==> config.mk <==
export PLATFORM = sky130hd
export DESIGN_NAME = pipe_rr_arbiter
export DESIGN_NICKNAME = d
export VERILOG_FILES = /design/src/rtl/pipe_rr_arbiter.sv
export SDC_FILE = /design/constraint.sdc
export NUM_CORES = 1
export LEC_CHECK = 0
export ABC_CLOCK_PERIOD_IN_PS = 2100
export CAP_MARGIN = 5
export CORE_MARGIN = 3
export CORE_UTILIZATION = 48
export CTS_BUF_LIST = sky130_fd_sc_hd__clkbuf_4 sky130_fd_sc_hd__clkbuf_8
export DETAILED_ROUTE_END_ITERATION = 8
export PLACE_DENSITY = 0.78
export SYNTH_ARGS = -nofsm -noshare
export SYNTH_HDL_FRONTEND = slang
export SYNTH_SLANG_ARGS = --single-unit
==> constraint.sdc <==
create_clock -name clk -period 2.1 [get_ports clk]
set_clock_uncertainty 0.2 [all_clocks]
set_input_delay 0.21 -clock clk [delete_from_list [all_inputs] [get_ports clk]]
set_output_delay 0.21 -clock clk [all_outputs]
set_load 0.02 [all_outputs]
==> src/rtl/pipe_rr_arbiter.sv <==
// pipe_rr_arbiter
//   Round-robin arbiter sharing the single input port of an asynchronous
//   req/ack/data stage pipeline among N_REQ local requesters. One requester
//   is granted at a time. Its word is registered and driven onto the
//   pipeline. A full four-phase return-to-zero handshake then runs on
//   pipe_req_out/pipe_ack_in, and the transaction ends with a one-cycle
//   src_done pulse.
//
// Ports
//   clk            clock, all state changes on the rising edge
//   rst            synchronous reset, active low
//   src_req        per-requester level request, held until its src_done pulse
//   src_data       requester i's word at [i*DATA_W +: DATA_W]
//   src_done       one-hot, one-cycle completion pulse
//   pipe_req_out   req to the pipeline
//   pipe_data_out  data to the pipeline, registered at grant
//   pipe_ack_in    ack from the pipeline, asynchronous to clk
//   busy           high in every state except IDLE
//   grant_id       index of the current or last granted requester
//   txn_count      completed transactions, wraps modulo 2^CNT_W
module pipe_rr_arbiter #(
  parameter  int N_REQ  = 4,
  parameter  int DATA_W = 3,
  parameter  int CNT_W  = 16,
  localparam int ID_W   = (N_REQ > 1) ? $clog2(N_REQ) : 1
) (
  input  logic                      clk,
  input  logic                      rst,
  input  logic [N_REQ-1:0]          src_req,
  input  logic [N_REQ*DATA_W-1:0]   src_data,
  output logic [N_REQ-1:0]          src_done,
  output logic                      pipe_req_out,
  output logic [DATA_W-1:0]         pipe_data_out,
  input  logic                      pipe_ack_in,
  output logic                      busy,
  output logic [ID_W-1:0]           grant_id,
  output logic [CNT_W-1:0]          txn_count
);

  localparam int unsigned NR = N_REQ;

  typedef enum logic [1:0] {
    IDLE    = 2'd0,
    REQ     = 2'd1,
    RELEASE = 2'd2,
    DONE    = 2'd3
  } state_t;

  state_t            state;
  state_t            state_next;
  logic              ack_sync1;
  logic              ack_s;
  logic [ID_W-1:0]   rr_ptr;
  logic              win_found;
  logic [ID_W-1:0]   win_id;
  logic [DATA_W-1:0] words [N_REQ];

  for (genvar g = 0; g < N_REQ; g++) begin : g_words
    assign words[g] = src_data[g*DATA_W +: DATA_W];
  end

  // Circular search starting at rr_ptr: the first active requester wins.
  always_comb begin
    win_found = 1'b0;
    win_id    = '0;
    for (int unsigned k = 0; k < NR; k++) begin
      if (!win_found && src_req[ID_W'((32'(rr_ptr) + k) % NR)]) begin
        win_found = 1'b1;
        win_id    = ID_W'((32'(rr_ptr) + k) % NR);
      end
    end
  end

  // The IDLE guard on ack_s keeps a new grant from starting while the
  // pipeline still holds ack high (e.g. after a reset mid-handshake).
  always_comb begin
    state_next = state;
    unique case (state)
      IDLE:    if (win_found && !ack_s) state_next = REQ;
      REQ:     if (ack_s)               state_next = RELEASE;
      RELEASE: if (!ack_s)              state_next = DONE;
      DONE:                             state_next = IDLE;
      default:                          state_next = IDLE;
    endcase
  end

  // All outputs are registered from the next state so that each one takes
  // its new value on the same edge as the state change it belongs to.
  always_ff @(posedge clk) begin
    if (!rst) begin
      state         <= IDLE;
      ack_sync1     <= 1'b0;
      ack_s         <= 1'b0;
      pipe_req_out  <= 1'b0;
      pipe_data_out <= '0;
      src_done      <= '0;
      busy          <= 1'b0;
      grant_id      <= '0;
      rr_ptr        <= '0;
      txn_count     <= '0;
    end else begin
      ack_sync1    <= pipe_ack_in;
      ack_s        <= ack_sync1;
      state        <= state_next;
      pipe_req_out <= (state_next == REQ);
      busy         <= (state_next != IDLE);
      src_done     <= '0;
      if (state == IDLE && state_next == REQ) begin
        pipe_data_out <= words[win_id];
        grant_id      <= win_id;
      end
      if (state == RELEASE && state_next == DONE) begin
        src_done[grant_id] <= 1'b1;
        txn_count          <= txn_count + CNT_W'(1);
        rr_ptr             <= (grant_id == ID_W'(N_REQ - 1)) ? '0 : grant_id + ID_W'(1);
      end
    end
  end

endmodule

==> flow_summary_export.csv, run 1 <==
group,metric,value,unit
setup_path,slowest_stage,"or4_4",
grt,gr-usage-all-layers,21.1,%
clock_tree,cts-htree-levels,2,
place,port_buffers,45,
finish,final_common_cell,"clkdlybuf4s50_1",
die,core_region_area,2880,µm²
finish,most-common-layout-cells,"clkdlybuf4s50_1 (45), dfxtp_1 (33), nor2_1 (15), nand2_1 (10), mux2i_1 (10)",
finish,syn_to_final_growth,41.8,%
synth,seq_area_frac_synth,43.9,%
clock_tree,cts_num_sinks,33,
grt,grt_antenna_before_repair,0,
die,dieArea,3840,µm²
setup_path,crit_buf_inv,1,
route,routed_wirelength,3570,µm
clock_tree,cts_root_buf,"clkbuf_4",
place,dp_hpwl,2730,µm
finish,drive_gt1_share,8.68,%
die,fp.dieW,62.0,µm
die,pin_count,46,
grt,grt_pass1_vias,1284,
setup_path,crit_fanout,5,
grt,met2_usage,34.8,%
clock_tree,cts_tree,"yes",
run,max-cap-violations,0,
die,num_rows,19,
die,start_util,52.3,%
sta,fin_hold_ws,0.248,ns
grt,grt_busiest_layer,"met2",
sta,rsz0062_at_grt,"false",
synth,ys.warnings.count,0,
status,status,"completed",
sta,final_hold_viol_count,0,
grt,overflow,0,
setup_path,end_kind,"register",
finish,finish.net_count,243,
sta,fmax,516,MHz
sta,report.final.slew_viol_count,0,
clock_tree,insertion_delay,0.33,ns
power,power.total,0.00120,W
route,drc,0,
synth,synth_nets,186,
sta,worst_pin_slew,0.656,ns
clock_tree,cts.reportedPaths.clkPinSlew,0.10,ns
setup_path,start_kind,"primary input",
synth,synth_enable_flop_cells,0,
grt,grtUsageMet1,26.3,%
synth,syn_inst,162,
setup_path,crit_type,"in -> reg",
sta,fin_setup_tns,0,ns
route,avgViaCountPerCell,5.26,
setup_path,cp.arrival,1.99,ns
setup_path,path_delay_family,"simple AND/OR/NAND/NOR gates",
setup_path,crit_required,2.15,ns
route,dr.pass1.iters,4,
clock_tree,cts-buffers-inserted,5,
route,routed-via-count,1374,
grt,grt_max_degree,15,
place,gp_congestion,0.789,
grt,grt_pass1_wl,5920,µm
clock_tree,clk_path_buf_depth,2,
synth,async_reset_ff_share,0,%
grt,use_met3,5.58,%
sta,setup_viol,0,
synth,syn-mean-instance-area,9.28,µm²
finish,fillers,224,
sta,post-route-period-util,92.2,%
route,drtAntennaViolNets,0,
setup_path,cp_cell_sequence,"clkdlybuf4s50_1, nor4_1, or4_1, or4_4, o221ai_1",
setup_path,cpPeakStageDelay,0.55,ns
worst_hold_path,min_path_type,"in -> reg",
sta,fin_ws,0.163,ns
sta,relSlewSlack,56.1,%
place,pre_cts_ws,-0.197,ns
clock_tree,ctsHoldBuffers,0,
power,ir_drop,0.278,mV
route,drt-initial-drc-count,79,
clock_tree,cts.repair.resized,0,
synth,synth-main-ff-cell,"dfxtp_1",
finish,ff_latch_area,661,µm²
synth,synth.distinct_cells,38,
sta,finalCriticalPeriod,1.94,ns
clock_tree,cts_setup_buffers,0,
finish,finish.utilization,74.1,%
finish,multi_input_area,792,µm²
synth,ys_seq_elements,33,
finish,diodes,0,
power,p_leak,0.823,nW
die,chipHeight,62.0,µm
power,p_per_area,561,nW/µm²
synth,netlist_area,1500,µm²
route,wire_per_inst,13.7,µm
==> layout make-up <==
| class | count | area share [%] |
|---|---|---|
| inverter | 8 | 1.41 |
| multi-input combinational | 116 | 37.1 |
| clock buffer | 7 | 2.76 |
| timing repair buffer | 55 | 25.2 |
| sequential | 33 | 31.0 |
| tap | 42 | 2.46 |
==> final timing paths <==
check	from	end	slack, ns	cells past startpoint
setup reg to reg	ack_s	pipe_data_out[1]	0.17	3
setup / recovery	src_req[2]	pipe_data_out[1]	0.16	5
hold / removal	pipe_ack_in	ack_sync1	0.25	2
hold reg to reg	ack_sync1	ack_s	0.26	1
==> metal layers <==
metal	wire, µm	part of all wire [%]
met1	1490	42
met2	1890	53
met3	135	3.8
met4	57	1.6
met5	0	0
==> registers in the layout, indices dropped and copies added (netlist names) <==
| signal | count |
|---|---|
| ack_s | 1 |
| ack_sync1 | 1 |
| busy | 1 |
| grant_id | 2 |
| pipe_data_out | 3 |
| pipe_req_out | 1 |
| rr_ptr | 2 |
| src_done | 4 |
| state | 2 |
| txn_count | 16 |
==> logic make-up (layout without fill, tap and decap cells) <==
family,after synthesis,in the layout,synth area share (%)
adders and majority gates,5,5,4.16
AOI/OAI and AO/OA,25,25,11.4
muxes,11,11,7.40
and+or+nand+nor,67,67,25.0
DFF,33,33,43.9
xor gates and xnor gates,8,8,4.66
buffers and inverters,13,70,3.41
==> through the flow <==
step                      cell area [µm²]  std cells
final                                2130        261
after global routing                 2130        261
after CTS                            2130        261
after detailed placement             2070        254
after global placement               2070        254
after floorplan                      1500        162
==> report_power, final <==
| group | total [W] | switching, W | internal, W |
|---|---|---|---|
| combinational | 0.000163 | 0.0000704 | 0.0000924 |
| sequential | 0.000656 | 0.0000139 | 0.000642 |
| clock | 0.000376 | 0.000205 | 0.000171 |
==> synthesized netlist by cell type (3+ instances only) <==
library cell  number  area (µm²)
o21a_1             4        30.0
nand2_1           10        37.5
and2_1             6        37.5
a21oi_1            8        40.0
o221ai_1           4        35.0
mux2i_1           10         100
nand4_1            3        18.8
or4_1              4        30.0
inv_1              8        30.0
nand3_1            7        35.0
ha_1               5        62.6
and3_1             5        31.3
o31ai_1            3        22.5
dfxtp_1           33         661
xor2_1             7        61.3
nor2_1            15        56.3
Power figures use the tool's default switching activity.
==> run 2: changes to the inputs <==
- CORE_ASPECT_RATIO: default -> 0.75
- SLEW_MARGIN: default -> 20
==> flow_summary_export.csv, run 2 (synthesis results as in run 1) <==
group,metric,value,unit
power,p_leak,0.852,nW
clock_tree,cts-htree-levels,2,
setup_path,cpPeakStageDelay,0.57,ns
grt,grt_antenna_before_repair,0,
finish,drive_gt1_share,10.8,%
route,drc,0,
die,chipHeight,54.5,µm
place,gp_congestion,0.790,
die,dieArea,3850,µm²
finish,largest_reg_flops,16,
route,drt-initial-drc-count,137,
clock_tree,cts_tree,"yes",
grt,grt_pass1_vias,1376,
sta,fin_setup_tns,0,ns
sta,post-route-period-util,92.5,%
setup_path,crit_type,"reg -> reg",
clock_tree,cts_setup_buffers,0,
setup_path,start_kind,"register",
clock_tree,cts_root_buf,"clkbuf_8",
finish,most-common-layout-cells,"clkdlybuf4s50_1 (45), dfxtp_1 (33), nor2_1 (15), buf_4 (13)",
worst_hold_path,min_path_type,"reg -> reg",
grt,grt_pass1_wl,6410,µm
route,routed-via-count,1408,
route,wire_per_inst,14.9,µm
clock_tree,cts_num_sinks,33,
place,pre_cts_ws,-0.113,ns
clock_tree,cts.reportedPaths.clkPinSlew,0.06,ns
setup_path,crit_fanout,7,
route,drtAntennaViolNets,0,
setup_path,end_kind,"register",
place,port_buffers,45,
finish,regMostFlops,"txn_count",
finish,finish.net_count,247,
die,start_util,53.7,%
finish,fillers,185,
setup_path,cp.arrival,1.96,ns
route,route.met3.wl,192,µm
die,pin_count,46,
finish,top_regs,"txn_count: 16 flops, src_done: 4 flops, pipe_data_out: 3 flops",
route,dr.pass1.iters,4,
die,num_rows,16,
finish,instances_no_fill,259,
sta,final_hold_viol_count,0,
clock_tree,cts-buffers-inserted,5,
finish,final_common_cell,"clkdlybuf4s50_1",
route,avgViaCountPerCell,5.44,
route,drt-met1-wl,1770,µm
place,dp_cells,252,
power,power.total,0.00131,W
sta,fin_ws,0.158,ns
setup_path,slowest_stage,"or4_1",
finish,syn_to_final_growth,45.3,%
sta,rsz0062_at_grt,"false",
setup_path,crit_required,2.11,ns
power,ir_drop,0.394,mV
route,route.met2.wl,1840,µm
sta,worst_pin_slew,0.438,ns
setup_path,cp_cell_sequence,"and4bb_2, nand2_1, or4_1, a21oi_1",
die,core_region_area,2800,µm²
route,top_layer_used,"met4",
run,max-cap-violations,0,
status,status,"completed",
grt,grt_max_degree,14,
clock_tree,cts.repair.resized,0,
sta,relSlewSlack,70.1,%
grt,gr-usage-all-layers,21.8,%
sta,setup_viol,0,
clock_tree,clk_path_buf_depth,2,
clock_tree,insertion_delay,0.28,ns
place,dp_hpwl,2780,µm
clock_tree,ctsHoldBuffers,0,
sta,fmax,515,MHz
route,routed_wirelength,3850,µm
power,p_per_area,601,nW/µm²
finish,diodes,0,
sta,report.final.slew_viol_count,0,
grt,overflow,0,
sta,finalCriticalPeriod,1.94,ns
die,fp.dieW,70.6,µm
-- run 2: cell types whose count changed in the layout (fill, tap and decap cells not counted), sizes merged --
cell	previous run	this run
buf	10	14
-- run 2: path summary, 6_finish.rpt --
kind	startpoint	to	slack, ns	depth (start not counted)
setup / recovery	state[0]	txn_count[11]	0.16	4
hold / removal	ack_sync1	ack_s	0.25	1
setup reg to reg	state[0]	txn_count[11]	0.16	4
hold reg to reg	ack_sync1	ack_s	0.25	1
-- run 2: routing by layer --
layer	up-vias	global-route usage, %
li1	705	-
met1	658	29.3
met2	39	34.8
met3	6	4.59
met4	0	8.44
met5	-	0
-- run 2: area by class of cell --
type	count	area, µm²	share of cell area (%)
sequential	33	661	30.2
timing repair buffer	59	568	26.0
inverter	8	30.0	1.37
multi-input combinational	116	792	36.2
tap	36	45.0	2.06
clock buffer	7	90.1	4.12
-- run 2: through the flow --
step                util (%)  hold WS [ns]  cell area [µm²]
finish                  78.0         0.253             2190
global placement        74.8         0.229             2100
floorplan                  -         0.137             1500
detailed placement      74.8         0.231             2100
CTS                     78.0         0.255             2190
global route            78.0         0.266             2190
-- run 2: power by group --
group	leakage (nW)	switching, W	internal, W
clock	0.0477	0.000213	0.000273
combinational	0.536	0.0000759	0.0000962
sequential	0.268	0.0000128	0.000643
-- run 2: critical path, delay by kind of cell, from the launching register on --
family / cells / cell delay, ns
AOI/OAI and AO/OA: 1 / 0.15
DFF: 1 / 0.36
and+or+nand+nor: 3 / 1.16
